==> src/rtl/id_stage_pipe_pkg.sv <==
// Shared MIPS decode definitions: opcodes, REGIMM/funct codes, field positions, widths.
// Optional write-back bypass into the decode stage is enabled with ID_BYPASS_EN.
package id_stage_pipe_pkg;

  localparam int unsigned INST_W    = 32;
  localparam int unsigned OP_W      = 6;
  localparam int unsigned FUNCT_W   = 6;
  localparam int unsigned SHAMT_W   = 5;
  localparam int unsigned IMM_W     = 16;
  localparam int unsigned SEG_REG_W = 5;

  localparam int unsigned POS_OP    = 26;
  localparam int unsigned POS_RS    = 21;
  localparam int unsigned POS_RT    = 16;
  localparam int unsigned POS_RD    = 11;
  localparam int unsigned POS_SHAMT = 6;
  localparam int unsigned POS_FUNCT = 0;
  localparam int unsigned POS_IMM   = 0;

  localparam int unsigned LINK_REG  = 31;

  localparam logic [OP_W-1:0] OP_SPECIAL = 6'h00;
  localparam logic [OP_W-1:0] OP_REGIMM  = 6'h01;
  localparam logic [OP_W-1:0] OP_J       = 6'h02;
  localparam logic [OP_W-1:0] OP_JAL     = 6'h03;
  localparam logic [OP_W-1:0] OP_BEQ     = 6'h04;
  localparam logic [OP_W-1:0] OP_BNE     = 6'h05;
  localparam logic [OP_W-1:0] OP_BLEZ    = 6'h06;
  localparam logic [OP_W-1:0] OP_BGTZ    = 6'h07;
  localparam logic [OP_W-1:0] OP_ADDI    = 6'h08;
  localparam logic [OP_W-1:0] OP_ADDIU   = 6'h09;
  localparam logic [OP_W-1:0] OP_SLTI    = 6'h0A;
  localparam logic [OP_W-1:0] OP_SLTIU   = 6'h0B;
  localparam logic [OP_W-1:0] OP_ANDI    = 6'h0C;
  localparam logic [OP_W-1:0] OP_ORI     = 6'h0D;
  localparam logic [OP_W-1:0] OP_XORI    = 6'h0E;
  localparam logic [OP_W-1:0] OP_LUI     = 6'h0F;
  localparam logic [OP_W-1:0] OP_CP0     = 6'h10;
  localparam logic [OP_W-1:0] OP_LB      = 6'h20;
  localparam logic [OP_W-1:0] OP_LH      = 6'h21;
  localparam logic [OP_W-1:0] OP_LW      = 6'h23;
  localparam logic [OP_W-1:0] OP_LBU     = 6'h24;
  localparam logic [OP_W-1:0] OP_LHU     = 6'h25;
  localparam logic [OP_W-1:0] OP_SB      = 6'h28;
  localparam logic [OP_W-1:0] OP_SH      = 6'h29;
  localparam logic [OP_W-1:0] OP_SW      = 6'h2B;

  localparam logic [SEG_REG_W-1:0] RI_BLTZ   = 5'h00;
  localparam logic [SEG_REG_W-1:0] RI_BGEZ   = 5'h01;
  localparam logic [SEG_REG_W-1:0] RI_BLTZAL = 5'h10;
  localparam logic [SEG_REG_W-1:0] RI_BGEZAL = 5'h11;

  localparam logic [SEG_REG_W-1:0] CP0_MT = 5'h04;

  localparam logic [FUNCT_W-1:0] FN_SLL  = 6'h00;
  localparam logic [FUNCT_W-1:0] FN_SRL  = 6'h02;
  localparam logic [FUNCT_W-1:0] FN_SRA  = 6'h03;
  localparam logic [FUNCT_W-1:0] FN_JR   = 6'h08;
  localparam logic [FUNCT_W-1:0] FN_JALR = 6'h09;
  localparam logic [FUNCT_W-1:0] FN_ADD  = 6'h20;
  localparam logic [FUNCT_W-1:0] FN_ADDU = 6'h21;
  localparam logic [FUNCT_W-1:0] FN_SUB  = 6'h22;
  localparam logic [FUNCT_W-1:0] FN_SUBU = 6'h23;
  localparam logic [FUNCT_W-1:0] FN_AND  = 6'h24;
  localparam logic [FUNCT_W-1:0] FN_OR   = 6'h25;
  localparam logic [FUNCT_W-1:0] FN_XOR  = 6'h26;
  localparam logic [FUNCT_W-1:0] FN_NOR  = 6'h27;
  localparam logic [FUNCT_W-1:0] FN_SLT  = 6'h2A;
  localparam logic [FUNCT_W-1:0] FN_SLTU = 6'h2B;

  typedef struct packed {
    logic [FUNCT_W-1:0] funct;
    logic [SHAMT_W-1:0] shamt;
    logic               illegal;
  } id_ctrl_t;

  function automatic logic [OP_W-1:0] seg_op(input logic [INST_W-1:0] inst);
    return inst[POS_OP +: OP_W];
  endfunction

  function automatic logic [SEG_REG_W-1:0] seg_rs(input logic [INST_W-1:0] inst);
    return inst[POS_RS +: SEG_REG_W];
  endfunction

  function automatic logic [SEG_REG_W-1:0] seg_rt(input logic [INST_W-1:0] inst);
    return inst[POS_RT +: SEG_REG_W];
  endfunction

  function automatic logic [SEG_REG_W-1:0] seg_rd(input logic [INST_W-1:0] inst);
    return inst[POS_RD +: SEG_REG_W];
  endfunction

  function automatic logic [SHAMT_W-1:0] seg_shamt(input logic [INST_W-1:0] inst);
    return inst[POS_SHAMT +: SHAMT_W];
  endfunction

  function automatic logic [FUNCT_W-1:0] seg_funct(input logic [INST_W-1:0] inst);
    return inst[POS_FUNCT +: FUNCT_W];
  endfunction

  function automatic logic [IMM_W-1:0] seg_imm(input logic [INST_W-1:0] inst);
    return inst[POS_IMM +: IMM_W];
  endfunction

  // Maps every opcode onto the ALU FUNCT that EX should apply; link ops add a zero operand.
  function automatic logic [FUNCT_W-1:0] funct_gen(input logic [OP_W-1:0]      op,
                                                   input logic [SEG_REG_W-1:0] rt,
                                                   input logic [FUNCT_W-1:0]   fn);
    logic [FUNCT_W-1:0] f;
    f = FN_SLL;
    case (op)
      OP_SPECIAL: f = fn;
      OP_ADDI:    f = FN_ADD;
      OP_ADDIU:   f = FN_ADDU;
      OP_SLTI:    f = FN_SLT;
      OP_SLTIU:   f = FN_SLTU;
      OP_ANDI:    f = FN_AND;
      OP_ORI:     f = FN_OR;
      OP_XORI:    f = FN_XOR;
      OP_LUI:     f = FN_OR;
      OP_LB, OP_LH, OP_LW, OP_LBU, OP_LHU,
      OP_SB, OP_SH, OP_SW, OP_JAL: f = FN_ADDU;
      OP_REGIMM:  if (rt == RI_BLTZAL || rt == RI_BGEZAL) f = FN_ADDU;
      default:    f = FN_SLL;
    endcase
    return f;
  endfunction

endpackage

==> src/rtl/id_decode_comb.sv <==
// Pure combinational MIPS decode: read ports, operands, write-back target, FUNCT, illegal.
// With ID_BYPASS_EN defined, a same-cycle write-back port overrides regfile read data.
module id_decode_comb
  import id_stage_pipe_pkg::*;
#(
  parameter int unsigned DATA_W   = 32,
  parameter int unsigned ADDR_W   = 32,
  parameter int unsigned REG_AW   = 5,
  parameter int unsigned LINK_OFS = 8
) (
  input  logic [INST_W-1:0] inst,
  input  logic [ADDR_W-1:0] addr,
  input  logic [DATA_W-1:0] reg_data_1,
  input  logic [DATA_W-1:0] reg_data_2,
`ifdef ID_BYPASS_EN
  input  logic              wb_en,
  input  logic [REG_AW-1:0] wb_addr,
  input  logic [DATA_W-1:0] wb_data,
`endif
  output logic              read_en_1,
  output logic              read_en_2,
  output logic [REG_AW-1:0] read_addr_1,
  output logic [REG_AW-1:0] read_addr_2,
  output logic [DATA_W-1:0] operand_1,
  output logic [DATA_W-1:0] operand_2,
  output logic [DATA_W-1:0] store_data,
  output logic              write_en,
  output logic [REG_AW-1:0] write_addr,
  output id_ctrl_t          ctrl
);

  logic [OP_W-1:0]      op;
  logic [SEG_REG_W-1:0] rs, rt, rd;
  logic [FUNCT_W-1:0]   fn;
  logic [IMM_W-1:0]     imm;

  assign op  = seg_op(inst);
  assign rs  = seg_rs(inst);
  assign rt  = seg_rt(inst);
  assign rd  = seg_rd(inst);
  assign fn  = seg_funct(inst);
  assign imm = seg_imm(inst);

  logic is_special, is_imm_s, is_imm_z, is_lui, is_load, is_store;
  logic is_br2, is_br1, is_regimm, regimm_ok, regimm_link, is_cp0, is_j, is_jal;
  logic known_op, is_jr, is_jalr;

  // Instruction class flags
  always_comb begin
    is_special  = 1'b0;
    is_imm_s    = 1'b0;
    is_imm_z    = 1'b0;
    is_lui      = 1'b0;
    is_load     = 1'b0;
    is_store    = 1'b0;
    is_br2      = 1'b0;
    is_br1      = 1'b0;
    is_regimm   = 1'b0;
    is_cp0      = 1'b0;
    is_j        = 1'b0;
    is_jal      = 1'b0;
    regimm_ok   = 1'b0;
    regimm_link = 1'b0;
    case (op)
      OP_SPECIAL:                             is_special = 1'b1;
      OP_ADDI, OP_ADDIU, OP_SLTI, OP_SLTIU:   is_imm_s   = 1'b1;
      OP_ANDI, OP_ORI, OP_XORI:               is_imm_z   = 1'b1;
      OP_LUI:                                 is_lui     = 1'b1;
      OP_LB, OP_LH, OP_LW, OP_LBU, OP_LHU:    is_load    = 1'b1;
      OP_SB, OP_SH, OP_SW:                    is_store   = 1'b1;
      OP_BEQ, OP_BNE:                         is_br2     = 1'b1;
      OP_BLEZ, OP_BGTZ:                       is_br1     = 1'b1;
      OP_REGIMM:                              is_regimm  = 1'b1;
      OP_CP0:                                 is_cp0     = 1'b1;
      OP_J:                                   is_j       = 1'b1;
      OP_JAL:                                 is_jal     = 1'b1;
      default: ;
    endcase
    case (rt)
      RI_BLTZ, RI_BGEZ:     regimm_ok = is_regimm;
      RI_BLTZAL, RI_BGEZAL: begin
        regimm_ok   = is_regimm;
        regimm_link = is_regimm;
      end
      default: ;
    endcase
  end

  assign known_op = is_special | is_imm_s | is_imm_z | is_lui | is_load | is_store |
                    is_br2 | is_br1 | is_regimm | is_cp0 | is_j | is_jal;
  assign is_jr    = is_special & (fn == FN_JR);
  assign is_jalr  = is_special & (fn == FN_JALR);

  assign read_en_1   = is_special | is_imm_s | is_imm_z | is_load | is_store |
                       is_br2 | is_br1 | regimm_ok;
  assign read_en_2   = is_special | is_store | is_br2 | (is_cp0 & (rs == CP0_MT));
  assign read_addr_1 = read_en_1 ? REG_AW'(rs) : '0;
  assign read_addr_2 = read_en_2 ? REG_AW'(rt) : '0;

  logic [DATA_W-1:0] data_1, data_2;

`ifdef ID_BYPASS_EN
  // $0 never bypasses: it is hard-wired zero regardless of write-back traffic.
  assign data_1 = (wb_en && read_en_1 && read_addr_1 != '0 && read_addr_1 == wb_addr) ?
                  wb_data : reg_data_1;
  assign data_2 = (wb_en && read_en_2 && read_addr_2 != '0 && read_addr_2 == wb_addr) ?
                  wb_data : reg_data_2;
`else
  assign data_1 = reg_data_1;
  assign data_2 = reg_data_2;
`endif

  logic [DATA_W-1:0] link, imm_sext, imm_zext, imm_lui;

  assign link     = DATA_W'(addr + ADDR_W'(LINK_OFS));
  assign imm_sext = DATA_W'($signed(imm));
  assign imm_zext = DATA_W'(imm);
  assign imm_lui  = DATA_W'(imm) << IMM_W;

  always_comb begin
    operand_1 = '0;
    if (is_jal || is_jalr || regimm_link)
      operand_1 = link;
    else if (is_special || is_imm_s || is_imm_z || is_load || is_store)
      operand_1 = data_1;
  end

  always_comb begin
    operand_2 = '0;
    if (is_imm_z)                             operand_2 = imm_zext;
    else if (is_lui)                          operand_2 = imm_lui;
    else if (is_imm_s || is_load || is_store) operand_2 = imm_sext;
    else if (is_special)                      operand_2 = data_2;
  end

  assign store_data = is_store ? data_2 : '0;

  // Write-back target; a $0 target is reported with the enable cleared.
  always_comb begin
    write_addr = '0;
    if (is_special && !is_jr)                write_addr = REG_AW'(rd);
    else if (is_imm_s || is_imm_z || is_lui || is_load) write_addr = REG_AW'(rt);
    else if (is_jal || regimm_link)          write_addr = REG_AW'(LINK_REG);
  end

  assign write_en = (write_addr != '0);

  assign ctrl.funct   = funct_gen(op, rt, fn);
  assign ctrl.shamt   = is_special ? seg_shamt(inst) : '0;
  assign ctrl.illegal = !known_op | (is_regimm & !regimm_ok);

endmodule

==> src/rtl/id_stage_pipe.sv <==
// Registered MIPS decode stage with valid/ready handshake, load-use stall and flush.
// Define ID_BYPASS_EN to add the wb_en/wb_addr/wb_data same-cycle bypass ports.
module id_stage_pipe
  import id_stage_pipe_pkg::*;
#(
  parameter int unsigned DATA_W   = 32,
  parameter int unsigned ADDR_W   = 32,
  parameter int unsigned REG_AW   = 5,
  parameter int unsigned LINK_OFS = 8
) (
  input  logic               clk,
  input  logic               rst,
  input  logic               flush,
  input  logic               in_valid,
  output logic               in_ready,
  input  logic [ADDR_W-1:0]  in_addr,
  input  logic [INST_W-1:0]  in_inst,
  output logic               reg_read_en_1,
  output logic               reg_read_en_2,
  output logic [REG_AW-1:0]  reg_addr_1,
  output logic [REG_AW-1:0]  reg_addr_2,
  input  logic [DATA_W-1:0]  reg_data_1,
  input  logic [DATA_W-1:0]  reg_data_2,
`ifdef ID_BYPASS_EN
  input  logic               wb_en,
  input  logic [REG_AW-1:0]  wb_addr,
  input  logic [DATA_W-1:0]  wb_data,
`endif
  input  logic               ex_load,
  input  logic [REG_AW-1:0]  ex_dst,
  output logic               out_valid,
  input  logic               out_ready,
  output logic               out_write_reg_en,
  output logic [REG_AW-1:0]  out_write_reg_addr,
  output logic [FUNCT_W-1:0] out_funct,
  output logic [SHAMT_W-1:0] out_shamt,
  output logic [DATA_W-1:0]  out_operand_1,
  output logic [DATA_W-1:0]  out_operand_2,
  output logic [DATA_W-1:0]  out_store_data,
  output logic               out_illegal
);

  logic              dec_re_1, dec_re_2, dec_wen;
  logic [REG_AW-1:0] dec_ra_1, dec_ra_2, dec_waddr;
  logic [DATA_W-1:0] dec_op_1, dec_op_2, dec_sd;
  id_ctrl_t          dec_ctrl;

  id_decode_comb #(
    .DATA_W   (DATA_W),
    .ADDR_W   (ADDR_W),
    .REG_AW   (REG_AW),
    .LINK_OFS (LINK_OFS)
  ) u_decode (
    .inst        (in_inst),
    .addr        (in_addr),
    .reg_data_1  (reg_data_1),
    .reg_data_2  (reg_data_2),
`ifdef ID_BYPASS_EN
    .wb_en       (wb_en),
    .wb_addr     (wb_addr),
    .wb_data     (wb_data),
`endif
    .read_en_1   (dec_re_1),
    .read_en_2   (dec_re_2),
    .read_addr_1 (dec_ra_1),
    .read_addr_2 (dec_ra_2),
    .operand_1   (dec_op_1),
    .operand_2   (dec_op_2),
    .store_data  (dec_sd),
    .write_en    (dec_wen),
    .write_addr  (dec_waddr),
    .ctrl        (dec_ctrl)
  );

  // Read ports are quiet while reset is held.
  assign reg_read_en_1 = rst & dec_re_1;
  assign reg_read_en_2 = rst & dec_re_2;
  assign reg_addr_1    = rst ? dec_ra_1 : '0;
  assign reg_addr_2    = rst ? dec_ra_2 : '0;

  logic stall_c, transfer_c;

  assign stall_c = in_valid & ex_load & (ex_dst != '0) &
                   ((reg_read_en_1 & (reg_addr_1 == ex_dst)) |
                    (reg_read_en_2 & (reg_addr_2 == ex_dst)));

  assign in_ready   = flush | (!stall_c & (!out_valid | out_ready));
  assign transfer_c = in_valid & in_ready & !flush;

  // Output register: reset, then flush, then accept, then drain.
  always_ff @(posedge clk) begin
    if (!rst) begin
      out_valid          <= 1'b0;
      out_write_reg_en   <= 1'b0;
      out_write_reg_addr <= '0;
      out_funct          <= '0;
      out_shamt          <= '0;
      out_operand_1      <= '0;
      out_operand_2      <= '0;
      out_store_data     <= '0;
      out_illegal        <= 1'b0;
    end else if (flush) begin
      out_valid <= 1'b0;
    end else if (transfer_c) begin
      out_valid          <= 1'b1;
      out_write_reg_en   <= dec_wen;
      out_write_reg_addr <= dec_waddr;
      out_funct          <= dec_ctrl.funct;
      out_shamt          <= dec_ctrl.shamt;
      out_operand_1      <= dec_op_1;
      out_operand_2      <= dec_op_2;
      out_store_data     <= dec_sd;
      out_illegal        <= dec_ctrl.illegal;
    end else if (out_ready) begin
      out_valid <= 1'b0;
    end
  end

endmodule

==> config.mk <==
export PLATFORM = sky130hd
export DESIGN_NAME = id_stage_pipe
export DESIGN_NICKNAME = d
export VERILOG_FILES = /design/src/rtl/id_stage_pipe_pkg.sv /design/src/rtl/id_decode_comb.sv /design/src/rtl/id_stage_pipe.sv
export SDC_FILE = /design/constraint.sdc
export NUM_CORES = 1
export LEC_CHECK = 0
export BUFFER_PORTS_ARGS = -buffer_cell sky130_fd_sc_hd__buf_2
export CAP_MARGIN = 20
export CORE_AREA = 2 2 106 210
export CTS_CLUSTER_DIAMETER = 200
export DETAILED_ROUTE_END_ITERATION = 8
export DIE_AREA = 0 0 108 212
export PLACE_DENSITY = 0.82
export SLEW_MARGIN = 10
export SYNTH_ARGS = -nofsm -noshare
export SYNTH_HDL_FRONTEND = slang
export SYNTH_HIERARCHICAL = 1
export SYNTH_SLANG_ARGS = --single-unit
==> constraint.sdc <==
create_clock -name clk -period 3 [get_ports clk]
set_input_delay 0.3 -clock clk [delete_from_list [all_inputs] [get_ports clk]]
set_output_delay 0.3 -clock clk [all_outputs]
set_load 0.05 [all_outputs]
==> results.cfg <==
[detailed_routing]
antenna_left = 0
wl_per_cell_um = 20.1
routed_wirelength_um = 38700
vias = 12509
drt_first_pass_iters = 6
drc = 0
avgViaCountPerCell = 6.50
drtIter0Drc = 1310

[cells_and_area]
instances_no_fill = 1925
fill_cells = 2056
final_util = 0.584
multi_input_area_um2 = 7210
final_layout_size_suffix_gt1_frac = 0.236
stdcell_area_um2 = 12500
seq_area_um2 = 2300
nets = 1777
area_growth_pct = 22.4

[sta]
fmax_mhz = 341
maxSlewViolCount = 0
fin_worst_skew_ps = 9.30
finalCritPeriodShare = 0.978
worst_pin_slew_ps = 1000
min_period_ps = 2930
relSlewSlack = 0.333
hold_ws_ps = 102
rsz0062_at_grt = yes
fin_ws_ps = 66.8
finalSetupViolCount = 0
setup_tns_ps = 0
hold_violations = 0

[setup_path]
r2r-start = out_valid$_SDFFE_PP0P_
worstReg2RegEnd = out_operand_2[11]$_SDFFE_PN0P_
path_max_fanout = 6
r2r_cells = 6
crit_arrival_ps = 2630
cp-start-kind = input port
crit_type = in -> out
cp_slowest_cell = or4_4
path_cells = buf_2 > nor2b_1 > buf_4 > or4_4 > a21oi_4 > a31oi_4 > nor2_4 > nand4b_1 > o22ai_2 > o2111ai_4 > a211oi_4 > o21bai_4 > buf_6
rrSetupSlack_ps = 1060
slowest_delay_ps = 420
cp_data_required_time_ps = 2700
cp-end-kind = output pin

[floorplan]
fp.dieH_um = 212
core_area_um2 = 21400
dieArea_um2 = 22900
fp.dieW_um = 108
ios = 267
rows = 76
initial_utilization = 0.477

[cts]
numCtsBuffers = 17
clockBufferDepth = 2
cts_tree = built
cts.sinks = 115
root_buffer = clkbuf_16
path_clk_slew_ps = 60
worstSkewPairLatency_ps = 430
cts_max_level = 4

[synth]
synth_area_leader_cell = dfxtp_1
synth.most_common_cell = a21oi_1
synth_nets = 1610
synthMuxAreaShare = 0
yosys_warnings = 6
synth-main-ff-cell = dfxtp_1
ys_ff_latch = 115
synthesis.area_um2 = 10200
syn_inst = 1470
yosysUniqueCellTypes = 51
synth_top_area_share = 0.225
yosys.area_share.simple = 0.359
synth_common_cells = a21oi_1 (258), nand3_1 (251), nand2_1 (147)
synth_top_family_by_area = simple AND/OR/NAND/NOR gates
avgSynthCellArea_um2 = 6.95
netlist_top_cells_area = dfxtp_1 (23%), a21oi_1 (13%), nand3_1 (12%)
synth_edf_count = 0
yosys.area_share.adder = 0.00123
synth_compound_gate_area_share = 0.300
yosysSeqAreaShare = 0.225
synthArstFlopShare = 0
synthXorXnorAreaFrac = 0.0300

[placed_design]
dp_slack_ps = -116
hpwl_um = 26700
gp_congestion = 0.970
io_buffer_count = 266
placed_cells = 1890
place_area_um2 = 11800

[power]
finalPower_mw = 4.84
p_switching_mw = 1.45
p_sw_frac = 0.300
combPwrFrac = 0.199
ir_drop_v = 0.000253
cellLeakagePower_nw = 5.39
pwr-share-seq = 0.329
p_per_area_nw_per_um2 = 388
internal_power_mw = 3.39
p_clk_frac = 0.472

[global_routing]
grt_pass1_vias = 11520
antenna_found_initial = 2
track_usage = 0.327
grt_pass1_wl_um = 59300
grt_max_degree = 183
grt.overflow.total = 0

[flow_run]
maxCapViolCount = 0

[hold_path]
hp-class = in -> reg
min_to = out_valid$_SDFFE_PP0P_
worstHoldStart = flush
whs_path_depth = 2

[run_status]
status = finished, final reports clean
metal layers:
metal	global-route usage	wire length [um]
met4	0.266	3320
met1	0.353	13400
met3	0.0625	3000
met2	0.545	19000
met5	0	0
layout make-up:
| class | instances | area share |
|---|---|---|
| Timing Repair Buffer | 327 | 0.155 |
| Clock buffer | 23 | 0.0382 |
| Sequential cell | 115 | 0.184 |
| Clock inverter | 9 | 0.0140 |
| Antenna cell | 2 | 0.000400 |
| Multi-Input combinational cell | 1162 | 0.577 |
| Tap cell | 273 | 0.0273 |
| Inverter | 14 | 0.00420 |
power by group through the flow:
stage	Sequential (mW)	Clock (mW)	Combinational [mW]
finish	1.59	2.29	0.963
floorplan	1.76	0	0.462
global route	1.60	2.38	1.02
global placement	1.63	0	0.923
detailed placement	1.63	0	0.930
CTS	1.59	2.32	0.934
timing repair:
item / in CTS / in global routing
hold buffers: 0 / 0
setup buffers: 1 / 0
endpoints found under the setup margin: 1 / 1
pin swaps: 3 / 2
gates resized for setup: 6 / 11
registers in the layout, summed over array words and instances (netlist names), 5 cells and up:
name,cells
out_funct,6
out_operand_1,32
out_operand_2,32
out_shamt,5
out_store_data,32
out_write_reg_addr,5
cells in the final DEF, fill, tap and decap left out, types with 3 or more instances in the layout:
cell type  count
and4_1       119
clkbuf_8       3
clkbuf_1       3
o21ai_0       28
buf_4         51
inv_1         14
a22o_1        40
nor2b_2        3
nor2_1        20
a21oi_1      257
o21a_1         3
nor2_4         7
nor2b_1        7
nand3_1      251
buf_2        263
nand2_1      147
clkbuf_16     17
and2_1        43
nand2b_1       3
xor2_1        14
or4_1          3
nand4_1        9
and3_1        14
a22oi_1        3
bufinv_16      5
a211o_1      116
nor3_1        12
xnor2_1       20
buf_6          3
dfxtp_1      115
nor4_1         4
buf_12        10
critical path, delay by kind of cell:
| family | cells | cell delay, ps |
|---|---|---|
| simple gates | 4 | 880 |
| buf+inv | 3 | 420 |
| compound gates | 6 | 1010 |
how the worst max path moves through the flow:
stage,startpoint,end,depth (start not counted)
floorplan,in_inst[29],in_ready,13
global placement,in_inst[26],in_ready,13
detailed placement,in_inst[26],out_valid$_SDFFE_PP0P_,14
CTS,in_inst[26],in_ready,13
global route,in_inst[26],in_ready,13
finish,in_inst[26],in_ready,13
logic make-up (layout without fill, tap and decap cells):
logic type / after synthesis / in the layout
AO/OA/AOI/OAI: 470 / 470
buffers and inverters: 193 / 373
flip-flops: 115 / 115
adder cells (fa/ha/maj): 1 / 1
AND/OR/NAND/NOR: 656 / 656
other: 0 / 2
XOR/XNOR: 35 / 35
(Power assumes the default switching activity.)
